[src/rtl/fft_radix2_seq.sv]
// fft_radix2_seq: sequential in-place radix-2 DIT FFT, one butterfly per cycle, streaming load/unload
module fft_radix2_seq #(
  parameter int W = 16,
  parameter int LOG2N = 3,
  parameter int SCALE = 1,
  parameter int SM_IO = 1
) (
  input  logic         clk,
  input  logic         rst_n,
  input  logic         in_valid,
  output logic         in_ready,
  input  logic [W-1:0] in_re,
  input  logic [W-1:0] in_im,
  output logic         out_valid,
  input  logic         out_ready,
  output logic [W-1:0] out_re,
  output logic [W-1:0] out_im,
  output logic         out_last,
  output logic         busy,
  output logic         ovf
);
  localparam int N = 1 << LOG2N;
  localparam logic signed [W+16:0] RND = (W+17)'(8192);
  localparam logic signed [W+1:0] HI = (W+2)'((1 << (W-1)) - 1);
  localparam logic signed [W+1:0] LO = ~HI;
  typedef enum logic [1:0] {IDLE, LOAD, COMPUTE, UNLOAD} state_t;
  state_t state_q, state_d;
  logic run, in_fire, out_fire, cdone, sat;
  logic [LOG2N-1:0] n, k, lidx, half, j, a_addr, b_addr;
  logic [LOG2N-2:0] bf;
  logic [2:0] stg;
  logic [4:0] tw;
  logic signed [15:0] wr, wi;
  logic signed [W-1:0] mre [N];
  logic signed [W-1:0] mim [N];
  logic signed [W-1:0] ar, ai, br, bi;
  logic signed [W+16:0] pr, pq;
  logic signed [W+1:0] tr, ti;
  logic [W:0] c0, c1, c2, c3, oc_re, oc_im;
  function automatic logic [LOG2N-1:0] rev(input logic [LOG2N-1:0] x);
    logic [LOG2N-1:0] r;
    for (int i = 0; i < LOG2N; i++) r[i] = x[LOG2N-1-i];
    return r;
  endfunction
  // quarter-wave cosine in Q1.14 for angles i*2*pi/64, i = 0..16
  function automatic logic signed [15:0] qc(input logic [4:0] i);
    case (i)
      5'd0:  return 16'sd16384;
      5'd1:  return 16'sd16305;
      5'd2:  return 16'sd16069;
      5'd3:  return 16'sd15679;
      5'd4:  return 16'sd15137;
      5'd5:  return 16'sd14449;
      5'd6:  return 16'sd13623;
      5'd7:  return 16'sd12665;
      5'd8:  return 16'sd11585;
      5'd9:  return 16'sd10394;
      5'd10: return 16'sd9102;
      5'd11: return 16'sd7723;
      5'd12: return 16'sd6270;
      5'd13: return 16'sd4756;
      5'd14: return 16'sd3196;
      5'd15: return 16'sd1606;
      default: return 16'sd0;
    endcase
  endfunction
  function automatic logic [W:0] clip(input logic signed [W+1:0] v);
    logic signed [W+1:0] s;
    s = (SCALE != 0) ? v >>> 1 : v;
    return (s > HI) ? {1'b1, HI[W-1:0]} : (s < LO) ? {1'b1, LO[W-1:0]} : {1'b0, s[W-1:0]};
  endfunction
  function automatic logic [W-1:0] to_tc(input logic [W-1:0] x);
    return (SM_IO != 0 && x[W-1]) ? W'(0) - {1'b0, x[W-2:0]} : x;
  endfunction
  // bit W flags the unrepresentable most-negative value
  function automatic logic [W:0] to_out(input logic [W-1:0] x);
    logic [W-2:0] m;
    m = (W-1)'(0) - x[W-2:0];
    return (SM_IO == 0 || !x[W-1]) ? {1'b0, x} : (x[W-2:0] == '0) ? {1'b1, {W{1'b1}}} : {1'b0, 1'b1, m};
  endfunction
  assign in_ready = run && (state_q == IDLE || state_q == LOAD);
  assign busy = state_q == COMPUTE || state_q == UNLOAD;
  assign in_fire = in_valid && in_ready;
  assign out_fire = out_valid && out_ready;
  assign cdone = state_q == COMPUTE && stg == 3'(LOG2N-1) && &bf;
  assign half = LOG2N'(1) << stg;
  assign j = LOG2N'(bf) & (half - 1'b1);
  assign a_addr = ((LOG2N'(bf) >> stg) << (stg + 3'd1)) | j;
  assign b_addr = a_addr | half;
  assign tw = 5'(j << (3'(LOG2N-1) - stg)) << (6 - LOG2N);
  assign wr = tw <= 5'd16 ? qc(tw) : -qc(5'(6'd32 - {1'b0, tw}));
  assign wi = tw <= 5'd16 ? -qc(5'd16 - tw) : -qc(tw - 5'd16);
  assign ar = mre[a_addr];
  assign ai = mim[a_addr];
  assign br = mre[b_addr];
  assign bi = mim[b_addr];
  assign pr = (W+17)'(br) * (W+17)'(wr) - (W+17)'(bi) * (W+17)'(wi);
  assign pq = (W+17)'(br) * (W+17)'(wi) + (W+17)'(bi) * (W+17)'(wr);
  assign tr = (W+2)'((pr + RND) >>> 14);
  assign ti = (W+2)'((pq + RND) >>> 14);
  assign c0 = clip((W+2)'(ar) + tr);
  assign c1 = clip((W+2)'(ar) - tr);
  assign c2 = clip((W+2)'(ai) + ti);
  assign c3 = clip((W+2)'(ai) - ti);
  assign sat = c0[W] | c1[W] | c2[W] | c3[W];
  assign lidx = out_valid ? k + 1'b1 : k;
  assign oc_re = to_out(mre[lidx]);
  assign oc_im = to_out(mim[lidx]);
  always_comb begin
    state_d = state_q;
    case (state_q)
      IDLE:    state_d = in_fire ? LOAD : IDLE;
      LOAD:    state_d = (in_fire && n == LOG2N'(N-1)) ? COMPUTE : LOAD;
      COMPUTE: state_d = cdone ? UNLOAD : COMPUTE;
      UNLOAD:  state_d = (out_fire && out_last) ? IDLE : UNLOAD;
      default: state_d = IDLE;
    endcase
  end
  always_ff @(posedge clk or negedge rst_n)
    if (!rst_n) state_q <= IDLE;
    else state_q <= state_d;
  always_ff @(posedge clk)
    if (in_fire) begin
      mre[rev(n)] <= to_tc(in_re);
      mim[rev(n)] <= to_tc(in_im);
    end else if (state_q == COMPUTE) begin
      mre[a_addr] <= c0[W-1:0];
      mre[b_addr] <= c1[W-1:0];
      mim[a_addr] <= c2[W-1:0];
      mim[b_addr] <= c3[W-1:0];
    end
  // output stage is registered: bin 0 is fetched on the first UNLOAD cycle
  always_ff @(posedge clk or negedge rst_n)
    if (!rst_n) begin
      run <= 1'b0;
      n <= '0;
      bf <= '0;
      stg <= '0;
      k <= '0;
      out_valid <= 1'b0;
      out_last <= 1'b0;
      out_re <= '0;
      out_im <= '0;
      ovf <= 1'b0;
    end else begin
      run <= 1'b1;
      if (in_fire) n <= n + 1'b1;
      if (in_fire && state_q == IDLE) ovf <= 1'b0;
      if (state_q == COMPUTE) begin
        bf <= bf + 1'b1;
        if (&bf) stg <= cdone ? '0 : stg + 3'd1;
        if (sat) ovf <= 1'b1;
      end
      if (state_q == UNLOAD && (!out_valid || out_ready)) begin
        if (out_valid && out_last) begin
          out_valid <= 1'b0;
          out_last <= 1'b0;
          out_re <= '0;
          out_im <= '0;
          k <= '0;
        end else begin
          out_valid <= 1'b1;
          out_last <= lidx == LOG2N'(N-1);
          out_re <= oc_re[W-1:0];
          out_im <= oc_im[W-1:0];
          k <= lidx;
          if (oc_re[W] | oc_im[W]) ovf <= 1'b1;
        end
      end
    end
endmodule
[config.mk]
export PLATFORM = sky130hd
export DESIGN_NAME = fft_radix2_seq
export DESIGN_NICKNAME = d
export VERILOG_FILES = /design/src/rtl/fft_radix2_seq.sv
export SDC_FILE = /design/constraint.sdc
export NUM_CORES = 2
export LEC_CHECK = 0
export CAP_MARGIN = 20
export CORE_MARGIN = 1
export CORE_UTILIZATION = 50
export DETAILED_ROUTE_END_ITERATION = 10
export GPL_TIMING_DRIVEN = 1
export PLACE_DENSITY = 0.63
export SETUP_SLACK_MARGIN = 0.4
export SYNTH_ARGS = -nofsm -noshare
export SYNTH_HDL_FRONTEND = slang
export SYNTH_SLANG_ARGS = --single-unit
[constraint.sdc]
create_clock -name clk -period 33.8 [get_ports clk]
set_input_delay 8.45 -clock clk [delete_from_list [all_inputs] [get_ports clk]]
set_output_delay 8.45 -clock clk [all_outputs]
set_load 0.1 [all_outputs]
Word-level counts from Yosys, hierarchy flattened --
Memory sizes are Yosys's and may differ from the RTL's. Cells that the tools add are included.
Operators by class: add/subtract/negate cells 24, multipliers 4, order comparisons 9, eq/ne operators 6, shift-type cells 4, mux-type cells 49, bitwise gates (word level) 7, reductions and logical operators 21
Operators with widths (count):
- 17-bit 2-to-1 mux | 12
- 16-bit 2-to-1 mux | 12
- 16-bit by 16-bit multiplier with 32-bit output | 4
- 17-bit by 16-bit greater-than comparator with 1-bit output, second input constant | 4
- 17-bit by 16-bit less-than comparator with 1-bit output, second input constant | 4
- 32-bit by 15-bit adder with 32-bit output, second input constant | 2
- 16-bit negation | 3
- 16-bit by 18-bit adder with 18-bit output | 2
- 16-bit by 18-bit subtractor with 18-bit output | 2
- 32-bit adder | 1
- 16-bit OR reduction | 2
- 1-bit by 15-bit subtractor with 16-bit output, first input constant | 2
- 32-bit subtractor | 1
- 15-bit zero test | 2
- 1-bit by 15-bit subtractor with 15-bit output, first input constant | 2
- 1-bit 2-to-1 mux | 17
- 3-bit 2-to-1 mux | 5
- 1-bit logical AND | 10
- 3-bit by 1-bit adder with 3-bit output, second input constant | 3
- 2-bit one-hot mux with 4 select lines | 1
- 3-bit == test, second input constant | 2
- 3-bit bitwise OR | 2
- 5-bit <= comparator, second input constant | 1
- 1-bit by 5-bit subtractor with 5-bit output, first input constant | 1
- 20 further kinds | 27
Storage, ports and cells: bits in registers 49, memory bits (writable) 256, ROM bits 960, output and inout bits 37, logic and storage cells 141, memories 6
Memories:
- (no name shown) | words 16, width 15, read ports 1, clocked after memory_dff 0, wr ports 0, line 47 | case (i)
- (no name shown) | words 16, width 15, read ports 1, clocked after memory_dff 0, wr ports 0, line 47
- (no name shown) | words 16, width 15, read ports 1, clocked after memory_dff 0, wr ports 0, line 47
- (no name shown) | words 16, width 15, read ports 1, clocked after memory_dff 0, wr ports 0, line 47
- mim | words 8, width 16, read ports 3, clocked after memory_dff 0, wr ports 2, line 35 | logic signed [W-1:0] mim [N];
- mre | words 8, width 16, read ports 3, clocked after memory_dff 0, wr ports 2, line 34 | logic signed [W-1:0] mre [N];

Longest topological paths before layout --
An unclocked memory read counts as a cell.
depth in word-level cells 24, gate-level depth with buffers 60, mapped depth without buffers 55

Worst setup path after synthesis --
Ideal clock, no wire load.
path kind register to register, start register stg[0], end memory mre[0][12], data pin, arrival time 12806 ps, slack 20706 ps, cell stages (with the launch flop) 55, buffers on the path 7, cell sequence dfrtp_1 -> buf_6 -> inv_1 -> ha_1 -> nor2b_1 -> a211oi_4 -> buf_6 -> buf_8 -> clkbuf_1 -> clkbuf_1 -> buf_1 -> nand2_1 -> nand3_1 -> nand4_1 -> inv_1 -> nand2_1 -> fa_1 -> inv_1 -> [19 not listed] -> nand2b_1 -> xor2_1 -> ha_1 -> clkbuf_1 -> o21bai_1 -> a21oi_1 -> o21bai_1 -> a21oi_1 -> o21bai_1 -> a21boi_0 -> o21ai_0 -> a2111o_1 -> and2_1 -> a211oi_1 -> nor2_1 -> mux2_2 -> a211oi_1 -> mux2i_1
RTL lines:
- start, declared | line 31 | logic [2:0] stg;
- start signal, assigned | line 151 | if (&bf) stg <= cdone ? '0 : stg + 3'd1;
- end, declared | line 34

==> impl_metrics.csv <==
group,metric,value,unit
status,result_of_the_run,"completed",
synthesis,synth-simple-area-share,0.125,
final_layout,layout.cells.most_common,"inv_1",
worst_setup_path,cp-end-kind,"flop",
worst_setup_path,cp_dominant_cell_by_count,"inv_1",
worst_setup_path,worst_path_largest_cell_delay,850,ps
final_layout,areaGrowthSynthToFinish,6.11,%
worst_setup_path,slowest_stage,"xnor2_1",
sta,period_needed,16560,ps
worst_setup_path,critical_path_buf_inv_count,11,
clock_tree,cts_tree,"built",
worst_hold_path,min_delay_path_depth,2,
worst_hold_path,worstHoldPathType,"flop to flop",
sta,timing.final.crit_share,0.490,
floorplan,dieWidth,331,um
floorplan,die-height,331,um
worst_hold_path,min_delay_endpoint,"out_im[12]",
place,place.port_buffers,72,
worst_setup_path,start_kind,"flop",
clock_tree,post_cts_resize_count,0,
worst_setup_path,crit_family,"adder cells",
floorplan,io_pins,73,
final_layout,final_nets,7180,
clock_tree,cts_post_setup_buffers_inserted,0,
clock_tree,cts-buffers-inserted,29,
run,cap_viol_max_count,0,
synthesis,number_of_register_bits_inferred_by_synthesis,305,
synthesis,syn_area,0.0542,mm2
routing,totalWireLength,167000,um
worst_setup_path,worst-endpoint-arrival,16850,ps
sta,grt_setup_unrepaired,"no",
floorplan,core.rowCount,120,
place,gp_congestion,0.950,
synthesis,synth_xor_xnor_area_share,0.0373,
worst_setup_path,rr_worst_depth,53,
synthesis,yosys-mux-area-fraction,0.0682,
worst_setup_path,crit_path_max_fanout,82,
global_route,global_route.overflow_total,0,
worst_setup_path,required_time_at_the_worst_slack_endpoint,34080,ps
floorplan,floorplan.core_area,0.107,mm2
final_layout,num_antenna_cells,0,
sta,slew-limit-headroom,0.217,
global_route,grt_pass1_wl,256000,um
synthesis,synth_adder_area_share,0.419,
synthesis,post_synth_edffs,256,
global_route,antenna_found_initial,3,
synthesis,synth_nets,7249,
routing,dr.pass1.iters,6,
sta,finalSetupViolCount,0,
worst_setup_path,criticalPathCategory,"flop to flop",
routing,drtIter0Drc,3567,
floorplan,dieArea,0.110,mm2
global_route,grt_max_degree,133,
worst_hold_path,worstHoldStart,"out_im[12]",
place,detailed_place.area,0.0565,mm2
synthesis,dominantRegCellSynth,"edfxtp_1",
place,place_hpwl,129000,um
sta,timing_worst_slew_pin_value,1170,ps
synthesis,post-synth-top-area-cell,"fa_1",
worst_setup_path,timing.critical_path.depth,53,
routing,wire_per_inst,23.0,um
global_route,vias_in_the_first_global_route,42937,
routing,dr_total_vias,41847,
sta,drv_slew,0,
clock_tree,clock_tree.root_cell,"clkbuf_16",
sta,tns,0,ps
final_layout,most-common-layout-cells,"inv_1, fa_1, nand2_1",
synthesis,synth_compound_gate_area_share,0.0816,
synthesis,ys_seq_area_frac,0.164,
sta,final.setup.worst_slack,17240,ps
worst_setup_path,worstReg2RegStart,"stg[0]",
routing,drcViolationCount,0,
synthesis,netlist_top_cells_area,"fa_1, edfxtp_1, ha_1, inv_1, nand2_1",
clock_tree,clk_pin_slew,70,ps
clock_tree,clk-insertion-delay-late,580,ps
synthesis,synthesized_netlist_cell_count,5903,
synthesis,synth.top_cell.area_share,0.305,
final_layout,final_layout_size_suffix_gt1_frac,0.0494,
synthesis,async_flop_share,0.161,
sta,finalClockSkew,12.5,ps
global_route,globalRouteTotalUtil,0.307,
place,pre_cts_ws,17730,ps
worst_setup_path,regToRegEndpoint,"mre[0][12]",
synthesis,synth_top_family_by_area,"adder cells",
clock_tree,ctsLongestPathBuffers,3,
clock_tree,cts_hold_buffers,0,
final_layout,fin_area,0.0576,mm2
sta,report.final.hold_viol_count,0,
floorplan,initial_core_util,0.505,
clock_tree,tritoncts_num_sinks,305,
routing,drtAntennaViolNets,0,
worst_setup_path,reg2reg_slack,17240,ps
sta,max_freq,60.4,MHz
clock_tree,clock_tree.htree_level_count,1,
synthesis,post_synth.cell_area_avg,9.19,um2
routing,viasPerCell,5.77,
synthesis,synth.lib_cells_used.distinct,95,
synthesis,synthesis.yosys.warnings,0,
cells in the mapped netlist, types with 20 or more instances:
cell	number
nand2_1	738
dfrtp_1	49
o21bai_1	33
mux4_2	58
fa_1	825
a21o_1	48
nand4_1	40
nor2_1	339
xor2_1	57
o21ai_0	131
inv_1	1247
nor3_1	31
clkbuf_1	186
ha_1	485
buf_1	33
mux2i_1	219
xnor2_1	167
edfxtp_1	256
a21oi_1	262
nor2b_1	20
nand3_1	292
logic make-up after synthesis:
group | count (synthesis)
AO/OA/AOI/OAI | 692
XOR/XNOR | 227
adder cells (fa/ha/maj) | 1325
buffers and inverters | 1486
flip-flops | 305
multiplexers | 295
other | 1
AND/OR/NAND/NOR | 1572
flip-flops by register name, indices dropped and copies added, names as in the netlist:
register / flops
mim: 128
mre: 128
out_im: 16
out_re: 16
k: 3
n: 3
stg: 3
bf: 2
state_q: 2
out_last: 1
out_valid: 1
ovf: 1
run: 1
per-stage QoR:
step / hold WS [ps] / utilization / cells
final: 470 / 0.536 / 7256
after global routing: 499 / 0.536 / 7256
after CTS: 481 / 0.536 / 7255
after detailed placement: 459 / 0.526 / 7205
after global placement: 456 / 0.526 / 7205
after floorplan: 469 / - / 5903
how the worst max path moves through the flow:
stage / from / end / slack (ps)
final: stg[0] / mre[0][12] / 17240
after global routing: stg[0] / mre[0][12] / 16310
after CTS: stg[0] / mre[0][12] / 17670
after detailed placement: stg[0] / mre[0][12] / 17730
after global placement: stg[0] / mre[1][1] / 18010
after floorplan: stg[0] / mre[0][12] / 20710
per-layer routing:
| metal | GRT usage | vias to the layer above | routed length, um |
|---|---|---|---|
| li1 | - | 18732 | - |
| met3 | 0.0410 | 427 | 12800 |
| met5 | 0 | - | 26 |
| met1 | 0.389 | 20889 | 64000 |
| met4 | 0.149 | 4 | 9280 |
| met2 | 0.519 | 1795 | 80600 |
layout make-up:
cell class              instances  area (um2)
clock inverters                17         226
multi-input cells            4112       39900
fillers                      9756       49800
inverters                    1253        4700
clock buffers                  33         815
repair buffers                133        1200
well taps                    1403        1760
flip-flops and latches        305        8910
worst reg2reg max path: cells and delay by family, from the launching register on:
| kind | cells | cell delay [ps] |
|---|---|---|
| adders and majority gates | 11 | 4980 |
| AOI/OAI and AO/OA | 15 | 3960 |
| and+or+nand+nor | 13 | 2930 |
| buffers and inverters | 11 | 2550 |
| xor gates and xnor gates | 2 | 1110 |
| DFF | 1 | 540 |
| muxes | 1 | 170 |
Power is not shown: default switching activity piles up to over one toggle a cycle in this logic, so the estimate is an artifact.
